==> config.mk <==
export PLATFORM = sky130hd
export DESIGN_NAME = as_gpio_irq_ctrl
export DESIGN_NICKNAME = d
export VERILOG_FILES = /design/src/rtl/as_gpio_irq_ctrl.sv
export SDC_FILE = /design/constraint.sdc
export NUM_CORES = 1
export LEC_CHECK = 0
export CORE_MARGIN = 2
export CORE_UTILIZATION = 38
export DETAILED_ROUTE_END_ITERATION = 10
export GPL_ROUTABILITY_DRIVEN = 0
export GPL_TIMING_DRIVEN = 0
export PLACE_DENSITY_LB_ADDON = 0.2
export SYNTH_ARGS = -nofsm -noshare
export SYNTH_HDL_FRONTEND = slang
export SYNTH_SLANG_ARGS = --single-unit
==> constraint.sdc <==
create_clock -name clk_i -period 1.28 [get_ports clk_i]
set_input_delay 0.256 -clock clk_i [delete_from_list [all_inputs] [get_ports clk_i]]
set_output_delay 0.256 -clock clk_i [all_outputs]
set_load 0.02 [all_outputs]
==> src/rtl/as_gpio_irq_ctrl.sv <==
// GPIO interrupt controller: sticky W1C pending bits, enable mask, level IRQ with lowest-index ID.
// Optional overflow flags at offset 3 when GPIO_IRQ_OVF_EN is defined.
`timescale 1ns/1ps

module as_gpio_irq_ctrl #(
   parameter int unsigned NR_GPIOS = 8,
   parameter int unsigned ADDR_W   = 4,
   parameter int unsigned DATA_W   = 32
)(
   input  logic                clk_i,
   input  logic                rst_i,
   input  logic [NR_GPIOS-1:0] irq_pulse_i,
   input  logic                en_i,
   input  logic                we_i,
   input  logic [ADDR_W-1:0]   addr_i,
   input  logic [DATA_W-1:0]   wdata_i,
   output logic [DATA_W-1:0]   rdata_o,
   output logic                rvalid_o,
   output logic                irq_o,
   output logic [4:0]          irq_id_o
);

   localparam int unsigned ID_W = 5;
   localparam logic [ADDR_W-1:0] A_IE   = ADDR_W'(0);
   localparam logic [ADDR_W-1:0] A_PEND = ADDR_W'(1);
   localparam logic [ADDR_W-1:0] A_ID   = ADDR_W'(2);
   localparam logic [ADDR_W-1:0] A_OVF  = ADDR_W'(3);

   logic [NR_GPIOS-1:0] r_ie;
   logic [NR_GPIOS-1:0] r_pend;
   logic [DATA_W-1:0]   r_rdata;
   logic                r_rvalid;
   logic                r_irq;
   logic [ID_W-1:0]     r_irq_id;

   logic                w_wr;
   logic                w_rd;
   logic [NR_GPIOS-1:0] w_pend_clr;
   logic [NR_GPIOS-1:0] w_act;
   logic [ID_W-1:0]     w_id;
   logic [DATA_W-1:0]   w_rd_mux;
   logic                w_unused_wdata;

   assign w_wr           = en_i & we_i;
   assign w_rd           = en_i & ~we_i;
   assign w_pend_clr     = (w_wr && addr_i == A_PEND) ? wdata_i[NR_GPIOS-1:0] : '0;
   assign w_act          = r_pend & r_ie;
   assign w_unused_wdata = ^wdata_i[DATA_W-1:NR_GPIOS];

`ifdef GPIO_IRQ_OVF_EN
   logic [NR_GPIOS-1:0] r_ovf;
   logic [NR_GPIOS-1:0] w_ovf_clr;
   logic [NR_GPIOS-1:0] w_ovf_set;

   // A repeat pulse only counts as overflow if the pending bit survives this cycle.
   assign w_ovf_clr = (w_wr && addr_i == A_OVF) ? wdata_i[NR_GPIOS-1:0] : '0;
   assign w_ovf_set = irq_pulse_i & r_pend & ~w_pend_clr;

   always_ff @(posedge clk_i or posedge rst_i) begin
      if (rst_i) r_ovf <= '0;
      else       r_ovf <= (r_ovf & ~w_ovf_clr) | w_ovf_set;
   end
`endif

   // Lowest-numbered active bit wins.
   always_comb begin
      w_id = '0;
      for (int k = int'(NR_GPIOS) - 1; k >= 0; k--) begin
         if (w_act[k]) w_id = ID_W'(k);
      end
   end

   // Read mux sees pre-update register contents.
   always_comb begin
      w_rd_mux = '0;
      case (addr_i)
         A_IE:   w_rd_mux = DATA_W'(r_ie);
         A_PEND: w_rd_mux = DATA_W'(r_pend);
         A_ID: begin
            w_rd_mux[ID_W-1:0]  = r_irq_id;
            w_rd_mux[DATA_W-1]  = r_irq;
         end
`ifdef GPIO_IRQ_OVF_EN
         A_OVF:  w_rd_mux = DATA_W'(r_ovf);
`endif
         default: w_rd_mux = '0;
      endcase
   end

   // Pulse set takes priority over a same-cycle W1C so no event is lost.
   always_ff @(posedge clk_i or posedge rst_i) begin
      if (rst_i) begin
         r_ie     <= '0;
         r_pend   <= '0;
         r_rdata  <= '0;
         r_rvalid <= 1'b0;
         r_irq    <= 1'b0;
         r_irq_id <= '0;
      end else begin
         if (w_wr && addr_i == A_IE) r_ie <= wdata_i[NR_GPIOS-1:0];
         r_pend   <= (r_pend & ~w_pend_clr) | irq_pulse_i;
         r_rvalid <= w_rd;
         if (w_rd) r_rdata <= w_rd_mux;
         r_irq    <= |w_act;
         r_irq_id <= w_id;
      end
   end

   assign rdata_o  = r_rdata;
   assign rvalid_o = r_rvalid;
   assign irq_o    = r_irq;
   assign irq_id_o = r_irq_id;

endmodule

* Word level (Yosys, flattened, before mapping)
Index checks and enable logic that the tools add are counted.
** Operators by class
- Reduce and logical (&&, ||, !) cells :: 4
- Muxes and demuxes :: 12
- Eq/ne operators :: 2
- Bitwise gates (word level) :: 7
** Operator list (count)
- two-way mux 5 bit :: 7
- AND 8 bit :: 2
- case mux 5 bit (3 select lines) :: 1
- two-way mux 8 bit :: 1
- inverter 8 bit :: 1
- bitwise OR 8 bit :: 1
- OR reduction 8 bit :: 1
- case mux 3 bit (2 select lines) :: 1
- equality test 4 x 1 -> 1 bit (second input constant) :: 1
- equality test 4 x 2 -> 1 bit (second input constant) :: 1
- zero test 4 bit :: 1
- two-way mux 3 bit :: 1
- AND 1 bit :: 2
- logical AND 1 bit :: 2
- two-way mux 1 bit :: 1
- inverter 1 bit :: 1
** Word-level totals
- Word-level logic and storage cells :: 31
- Input bits :: 48
- Register bits after elaboration :: 55
- Output and inout bits :: 39

* Longest topological paths before layout
Gate-level depths: netlist of the first run.
- Word-level depth :: 9
- Depth in mapped cells :: 5
- Mapped depth without buffers :: 4

* Least setup slack after synthesis of the first run
Ideal clock, no wire load.
- Path type :: input to register
- From :: input addr_i[3]
- To :: register r_ie[0]
- Library setup time :: 125 ps
- Arrival time :: 1621 ps
- Path buffers :: 1
- Stages on the path :: 4
- Required time :: 1155 ps
- Path slack :: -466 ps
- Cell sequence :: or4b_4 or3b_1 buf_6 mux2_4
** On the way
- Cells in the longest elaborated chain, start to end :: 2
** RTL lines
- from (decl) :: RTL line 15 : input logic [ADDR_W-1:0] addr_i,
- zero test 4 bit :: RTL line 100 : if (w_wr && addr_i == A_IE) r_ie <= wdata_i[NR_GPIOS-1:0];
- logical AND 1 bit :: RTL line 100
- to (signal assigned) :: RTL line 100
- to (decl) :: RTL line 29 : logic [NR_GPIOS-1:0] r_ie;
No other way between the ends.
A chain may end at the register's enable or synchronous reset.

* Worst setup path in the final report of the first run
- From :: input addr_i[2]
- To :: register r_ie[4]
Same word-level chain as after synthesis.

==> results of run 1 <==
==> registers in the layout (all words and copies together) (netlist names) <==
register,cells
rvalid_o,1
irq_id_o,3
rdata_o,9
r_pend,8
r_ie,8
irq_o,1
==> power by group through the flow <==
stage | Combinational [mW] | Clock [mW] | Sequential (mW)
global placement | 0.654 | 0 | 1.15
floorplan | 0.365 | 0 | 1.20
CTS | 0.639 | 0.901 | 1.14
finish | 0.660 | 0.875 | 1.14
global route | 0.723 | 0.946 | 1.15
detailed placement | 0.663 | 0 | 1.15
==> placed cells by master, fill, tap and decap left out, types with 2 or more instances in the layout <==
cell | synthesis | layout
clkbuf_2 | 0 | 2
buf_6 | 1 | 3
nand2_1 | 27 | 27
a21o_1 | 8 | 8
nor2b_1 | 2 | 2
dfrtp_1 | 30 | 30
o21ai_0 | 7 | 7
conb_1 | 1 | 25
a22oi_1 | 5 | 5
a222oi_1 | 3 | 3
mux2_4 | 8 | 8
clkbuf_8 | 0 | 8
nand3_1 | 3 | 3
buf_4 | 25 | 30
dlygate4sd2_1 | 0 | 15
clkdlybuf4s50_1 | 0 | 17
mux2i_1 | 2 | 2
==> through the flow <==
stage	instances	TNS, ns
3_5_place_dp	253	-32.52
3_3_place_gp	253	-30.06
4_1_cts	265	-4.28
6_report	266	-3.40
5_1_grt	266	-4.33
2_1_floorplan	167	-5.16
==> layer usage <==
| layer | vias up | GRT usage [%] | wire, µm |
|---|---|---|---|
| li1 | 598 | - | - |
| met1 | 560 | 20.0 | 1410 |
| met2 | 49 | 25.5 | 1600 |
| met3 | 3 | 4.67 | 201 |
| met4 | 0 | 7.65 | 23 |
| met5 | - | 0 | 0 |
==> cells by family (layout without fill, tap and decap cells) <==
group,Yosys count,count (layout),synth area share [%]
simple gates,43,43,13.5
other cells,1,25,0.245
mux,11,11,9.89
compound gates,28,28,13.3
buf+inv,30,79,14.0
flops,30,30,49.1
==> how the worst max path moves through the flow <==
| stage | cells past startpoint | startpoint | to | slack [ns] |
|---|---|---|---|---|
| 6_report | 4 | addr_i[2] | r_ie[4] | -0.26 |
| 3_3_place_gp | 5 | addr_i[3] | r_ie[1] | -1.03 |
| 5_1_grt | 4 | addr_i[2] | r_ie[5] | -0.26 |
| 3_5_place_dp | 5 | addr_i[3] | r_pend[7] | -1.14 |
| 4_1_cts | 5 | addr_i[2] | r_ie[4] | -0.30 |
| 2_1_floorplan | 4 | addr_i[3] | r_ie[0] | -0.44 |
==> area by class of cell <==
type	instances	area, µm²
clock buffers	8	110
flip-flops and latches	30	751
multi-input cells	107	698
repair buffers	42	393
well taps	50	62.6
inverters	2	11.3
plain buffers	27	198
fillers	355	1720
==> tightest hold or removal path: cells and delay by family <==
kind                   cells  cell delay, ns
and+or+nand+nor            1            0.06
AOI/OAI and AO/OA          1            0.07
buffers and inverters      1            0.11
==> what timing repair did <==
item	4_1_cts	5_1_grt
gates resized for setup	44	4
buffers inserted	4	2
pin swaps	12	10
setup endpoints to repair	69	23
==> results.toml, run 1 <==
[outcome]
status = "complete, but fails checks"
violations = "negative setup slack"

[hold_path]
hold_end = "rdata_o[31]"
min_from = "addr_i[1]"
min_path_type = "in2reg"
hold_depth = 3

[synthesis]
synth_cells = 143
syn_area_per_cell_um2 = 10.7
synth_edf_count = 0
yosysTopAreaCellShare_pct = 49.1
syn_area_mm2 = 0.00153
yosysMostFrequentCell = "dfrtp_1"
async_reset_ff_share_pct = 100
yosysUniqueCellTypes = 29
post-synth-top-area-cell = "dfrtp_1"
ys_top_cells_by_count = "30 x dfrtp_1, 27 x nand2_1, 25 x buf_4, 8 x a21o_1, 8 x mux2_4"
synth_seq_area_share_pct = 49.1
synthFlopType = "dfrtp_1"
ys_ff_latch = 30
synth.area.top_cells = "dfrtp_1 49%, buf_4 12%, mux2_4 7.8%"
yosysWarnings = 0

[global_routing]
grt_use_total_pct = 16.0
antenna_found_initial = 0
grt_max_degree = 31
grt_pass1_wl_mm = 5.33
grt_pass1_vias = 1182
overflow = 0

[route]
vias = 1210
finalWirelength_mm = 3.24
dr.pass1.iters = 5
viasPerCell = 4.55
first_iter_violations = 82
drc = 0
wl_per_cell_um = 12.2
ant_nets = 0

[pwr]
switching_share_pct = 27.9
power_mw = 2.67
leakagePower_nw = 1.09
internal-power_mw = 1.92
combPwrFrac_pct = 24.7
power.switching_mw = 0.746
power_density_mw_per_mm2 = 1200
p_seq_share_pct = 42.5
peakVddDrop_v = 0.000456
power.share.clock_pct = 32.8

[floorplan]
rows = 23
io_pins = 87
die_area_mm2 = 0.00455
coreArea_mm2 = 0.00394
start_util_pct = 38.8
die_h_um = 67.5
die_w_um = 67.5

[worst_setup_path]
crit_chain = "buf_8, or4b_4, or3b_4, mux2_4"
critical_path.max_stage_delay_ns = 0.53
required_ns = 1.44
reg2reg_depth = 4
r2r_start = "r_pend[6]"
setup.worst_path.start_class = "input pin"
cp_max_fo = 8
path_buf_inv = 1
cp_top_family = "simple AND/OR/NAND/NOR gates"
critical_path_class = "in2reg"
critPathSlowestCell = "or4b_4"
cp_data_arrival_time_ns = 1.70
rr_endpoint = "irq_id_o[0]"
r2r_slack_ns = 0.05
crit_path_end_kind = "flip-flop"

[timing]
setup_slack_ns = -0.260
timing.max_slew.rel_slack_pct = 57.7
drv_slew = 0
fin_crit_ns = 1.54
clock.fmax_mhz = 649
timing.hold.ws_ns = 0.264
setup_viol = 17
hold_viol_final = 0
period_share_pct = 120
worstMarginPinSlew_ns = 0.633
skew_ns = 0.00244
rsz0062_at_grt = "yes"

[finish]
area_delta_synth_final_pct = 45.3
antenna_cells = 0
drive_above_1_share_pct = 28.7
finalNetCount = 263
final_util_pct = 56.4
design_area_mm2 = 0.00222

[flow_run]
max_cap_viol_count = 0

[clock_tree]
cts_root_buf = "clkbuf_8"
cts_tree = "yes"
clock-sinks = 30
clk-insertion-delay-late_ns = 0.28
htreeDepth = 2
clk_pin_slew_worst_paths_ns = 0.06
cts-hold-fix-buffers = 0
clk_path_buf_depth = 2
cts_made_buffers = 5

[placement]
placed_cell_area_mm2 = 0.00205
io_buffers = 36
dp_slack_ns = -1.14
hpwlAfterDp_mm = 2.46
No activity file was read; power rests on OpenSTA's default activity.
==> run 2: changes to the inputs <==
- CORE_ASPECT_RATIO: unset -> 1.1
==> run 2 against run 1 <==
Hold slack worse by 0.015 ns. Register-to-register slack better by 0.07 ns. The flow still finishes with violations (negative setup slack). Clock-buffer cell count stayed put. Core utilization is 0.27 points higher.
==> results.toml, run 2 (synthesis gave the netlist of run 1 again) <==
[outcome]
status = "complete, but fails checks"
violations = "negative setup slack"

[worst_setup_path]
crit_path_end_kind = "flip-flop"
setup.worst_path.start_class = "input pin"
r2r_start = "r_ie[6]"
rr_endpoint = "irq_id_o[0]"
critical_path_class = "in2reg"
cp_data_arrival_time_ns = 1.70
r2r_slack_ns = 0.12
required_ns = 1.45
cp_max_fo = 8
reg2reg_depth = 4

[clock_tree]
cts_made_buffers = 5
cts_tree = "yes"
clock-sinks = 30
cts_root_buf = "clkbuf_8"
clk-insertion-delay-late_ns = 0.28
htreeDepth = 2
clk_pin_slew_worst_paths_ns = 0.06
clk_path_buf_depth = 2

[timing]
timing.hold.ws_ns = 0.249
period_share_pct = 120
clock.fmax_mhz = 651
setup_viol = 16
timing.max_slew.rel_slack_pct = 56.6
fin_crit_ns = 1.54
hold_viol_final = 0
worstMarginPinSlew_ns = 0.650
drv_slew = 0
skew_ns = 0.00608
rsz0062_at_grt = "yes"
setup_slack_ns = -0.255

[finish]
regArea_um2 = 751
final_cell_mix = "30 x dfrtp_1, 29 x buf_4, 26 x nand2_1"
area_delta_synth_final_pct = 44.6
multiInputGateArea_um2 = 687
largest_reg_flops = 9
design_area_mm2 = 0.00221
final_common_cell = "dfrtp_1"
finalNetCount = 262
drive_above_1_share_pct = 28.4
antenna_cells = 0
fillCellCount = 371

[floorplan]
die_w_um = 64.5
die_h_um = 70.6
die_area_mm2 = 0.00455
io_pins = 87
rows = 24
start_util_pct = 39.2
coreArea_mm2 = 0.00390

[hold_path]
min_path_type = "in2reg"
hold_depth = 3
hold_end = "rdata_o[31]"
min_from = "addr_i[1]"

[placement]
dp_slack_ns = -1.09
placed_cell_area_mm2 = 0.00205
io_buffers = 36
hpwlAfterDp_mm = 2.58

[global_routing]
grt_max_degree = 31
grt_pass1_wl_mm = 5.59
grt_pass1_vias = 1226
grt_use_total_pct = 16.2
antenna_found_initial = 0
overflow = 0

[pwr]
peakVddDrop_v = 0.000504
power_density_mw_per_mm2 = 1210
leakagePower_nw = 1.08

[route]
first_iter_violations = 63
ant_nets = 0
vias = 1232
dr.pass1.iters = 4
drc = 0
viasPerCell = 4.61
finalWirelength_mm = 3.32
wl_per_cell_um = 12.4

[flow_run]
max_cap_viol_count = 0
## run 2: layout make-up
class                           instances  area share (%)
Sequential cell                        30            33.9
Multi-Input combinational cell        107            31.1
Timing Repair Buffer                   41            17.6
Buffer                                 27            8.94
Clock buffer                            8            4.98
Tap cell                               52            2.94
Inverter                                2           0.509
## run 2: worst max path at each step
| stage | startpoint | endpoint | depth (start not counted) |
|---|---|---|---|
| floorplan | addr_i[3] | r_ie[0] | 4 |
| global route | addr_i[2] | r_ie[7] | 4 |
| detailed placement | addr_i[3] | r_pend[6] | 5 |
| finish | addr_i[2] | r_ie[5] | 4 |
| global placement | addr_i[3] | r_ie[3] | 5 |
| CTS | addr_i[2] | r_ie[7] | 5 |
## run 2: what timing repair did
| action | CTS | global route |
|---|---|---|
| hold buffers | 0 | 0 |
| buffers inserted | 2 | 3 |
| gates resized for setup | 44 | 6 |
| setup endpoints to repair | 69 | 19 |
| pin swaps | 4 | 15 |
## run 2: through the flow
step | total power [mW] | setup TNS [ns] | utilization, % | cells
floorplan | 1.56 | -5.16 | - | 167
global placement | 1.80 | -29.66 | 52.6 | 255
detailed placement | 1.82 | -33.09 | 52.6 | 255
CTS | 2.69 | -2.96 | 55.9 | 265
global route | 2.81 | -4.29 | 56.7 | 267
finish | 2.68 | -3.29 | 56.7 | 267
## run 2: report_power, final
| group | switching [mW] | internal (mW) |
|---|---|---|
| logic | 0.327 | 0.324 |
| clock network | 0.353 | 0.542 |
| registers | 0.0833 | 1.05 |
## run 2: worst max-delay path, cell delays in order
cell and delay, ns:
buf_8 0.10, or4b_4 0.53, or3b_4 0.49, mux2_4 0.32
## run 2: layer usage
| metal | global-route usage [%] | wire length, µm | share of wire (%) | up-vias |
|---|---|---|---|---|
| li1 | - | - | - | 595 |
| met1 | 18.8 | 1330 | 40 | 582 |
| met2 | 26.5 | 1700 | 51 | 49 |
| met3 | 4.77 | 210 | 6.3 | 6 |
| met4 | 9.93 | 84 | 2.5 | 0 |
| met5 | 0 | 0 | 0 | - |
==> run 3: changes to the inputs <==
- CELL_PAD_IN_SITES_DETAIL_PLACEMENT: unset -> 1
- CELL_PAD_IN_SITES_GLOBAL_PLACEMENT: unset -> 1
- CORE_UTILIZATION: 38 -> 27
- CTS_CLUSTER_SIZE: unset -> 14
- GPL_ROUTABILITY_DRIVEN: 0 -> unset
==> run 3 against run 2 <==
Global-route usage shrank 3.1 points. Clock skew grew 0.0019 ns. Fmax shrank 0.63%. Largest cell class unchanged. Register-to-register slack lost 0.03 ns. Hold slack gained 0.022 ns. Critical path depth is the same. Wire length grew 16%. Core utilization shrank 15 points. The flow still finishes with violations (negative setup slack). Final cell count grew 9.4%. Clock power shrank 0.4%. Largest power group unchanged.
==> results.toml, run 3 (synthesis gave the netlist of run 1 again) <==
[outcome]
status = "complete, but fails checks"
violations = "negative setup slack"

[global_routing]
grt_pass1_wl_mm = 6.32
antenna_found_initial = 0
grt_pass1_vias = 1287
grt_max_degree = 31
overflow = 0
grt_use_total_pct = 13.1

[worst_setup_path]
rr_endpoint = "irq_id_o[0]"
cp_data_arrival_time_ns = 1.71
critical_path_class = "in2reg"
r2r_slack_ns = 0.09
required_ns = 1.45
setup.worst_path.start_class = "input pin"
cp-startpoint = "addr_i[2]"
cp_max_fo = 8
r2r_start = "r_ie[6]"
reg2reg_depth = 4
crit_path_end = "r_ie[3]"
crit_path_end_kind = "flip-flop"

[floorplan]
die_area_mm2 = 0.00629
die_w_um = 75.8
coreArea_mm2 = 0.00543
start_util_pct = 28.2
die_h_um = 83.0
io_pins = 87
rows = 28

[pwr]
power_density_mw_per_mm2 = 1190
peakVddDrop_v = 0.000404
leakagePower_nw = 1.09

[route]
viasPerCell = 4.24
first_iter_violations = 73
vias = 1237
finalWirelength_mm = 3.85
wl_per_cell_um = 13.2
drc = 0
ant_nets = 0
dr.pass1.iters = 4

[timing]
rsz0062_at_grt = "yes"
timing.max_slew.rel_slack_pct = 56.5
skew_ns = 0.00795
period_share_pct = 121
worstMarginPinSlew_ns = 0.651
drv_slew = 0
setup_slack_ns = -0.265
hold_viol_final = 0
fin_crit_ns = 1.54
setup_viol = 17
clock.fmax_mhz = 647
tns_ns = -3.37

[flow_run]
max_cap_viol_count = 0

[finish]
drive_above_1_share_pct = 29.5
design_area_mm2 = 0.00227
finalNetCount = 264
final_util_pct = 41.9
area_delta_synth_final_pct = 48.7
antenna_cells = 0
final_cell_mix = "30 x buf_4, 30 x dfrtp_1, 26 x nand2_1"
largest_reg_flops = 9

[clock_tree]
clk_pin_slew_worst_paths_ns = 0.06
cts_made_buffers = 5
htreeDepth = 2
cts_root_buf = "clkbuf_8"
cts-hold-fix-buffers = 0
cts_tree = "yes"
clk_path_buf_depth = 2
clk-insertion-delay-late_ns = 0.29
clock-sinks = 30

[placement]
io_buffers = 36
finalWeightedCongestion = 0.763
hpwlAfterDp_mm = 2.94
dp_slack_ns = -1.14
placed_cell_area_mm2 = 0.00208

[hold_path]
min_path_type = "in2reg"
==> run 3: changes by cell type in the layout (fill, tap and decap cells not counted) <==
cell             before  now
clkdlybuf4s15_1       1    5
dlygate4sd2_1        14   10
buf_12                0    1
buf_4                29   30
buf_6                 2    3
buf_8                 2    1
o31ai_1               2    1
o31ai_2               0    1
==> run 3: worst min-delay path by stage <==
stage / startpoint / end / depth (start not counted)
after floorplan: rst_i / irq_id_o[0] / 1
after global placement: rdata_o[31] / rdata_o[31] / 2
after detailed placement: rdata_o[4] / rdata_o[4] / 2
after CTS: addr_i[1] / rdata_o[31] / 3
after global routing: addr_i[1] / rdata_o[31] / 3
final: addr_i[1] / rdata_o[31] / 3
==> run 3: where the power goes <==
group	total (mW)	internal [mW]	switching (mW)
combinational	0.673	0.335	0.338
clock	0.891	0.542	0.349
sequential	1.14	1.05	0.0861
==> run 3: per-layer routing <==
metal | global-route usage (%) | wire length [µm] | up-vias
met3 | 3.88 | 274 | 5
met4 | 3.51 | 63 | 0
li1 | - | - | 595
met5 | 0 | 0 | -
met2 | 21.4 | 1980 | 53
met1 | 16.5 | 1530 | 584
==> run 3: worst max-delay path: stages <==
cell and delay, ns:
buf_8 0.09, or4b_4 0.54, or3b_4 0.49, mux2_4 0.32
==> run 3: area by class of cell <==
cell class,count,area (µm²)
inverters,2,11.3
clock buffers,8,110
well taps,75,93.8
plain buffers,27,198
repair buffers,43,419
fillers,614,3160
flip-flops and latches,30,751
multi-input cells,107,692
==> run 3: repair_timing <==
item                       in CTS  in global routing
buffers inserted                4                  3
resized for setup              46                  9
pin swaps                       3                  7
setup endpoints to repair      70                 28
==> run 3: metrics by stage <==
stage / hold slack, ns / total power, mW / std cells
6_report: 0.271 / 2.70 / 292
5_1_grt: 0.277 / 2.85 / 292
4_1_cts: 0.246 / 2.71 / 290
3_5_place_dp: 0.472 / 1.83 / 278
3_3_place_gp: 0.462 / 1.82 / 278
2_1_floorplan: 0.347 / 1.56 / 167
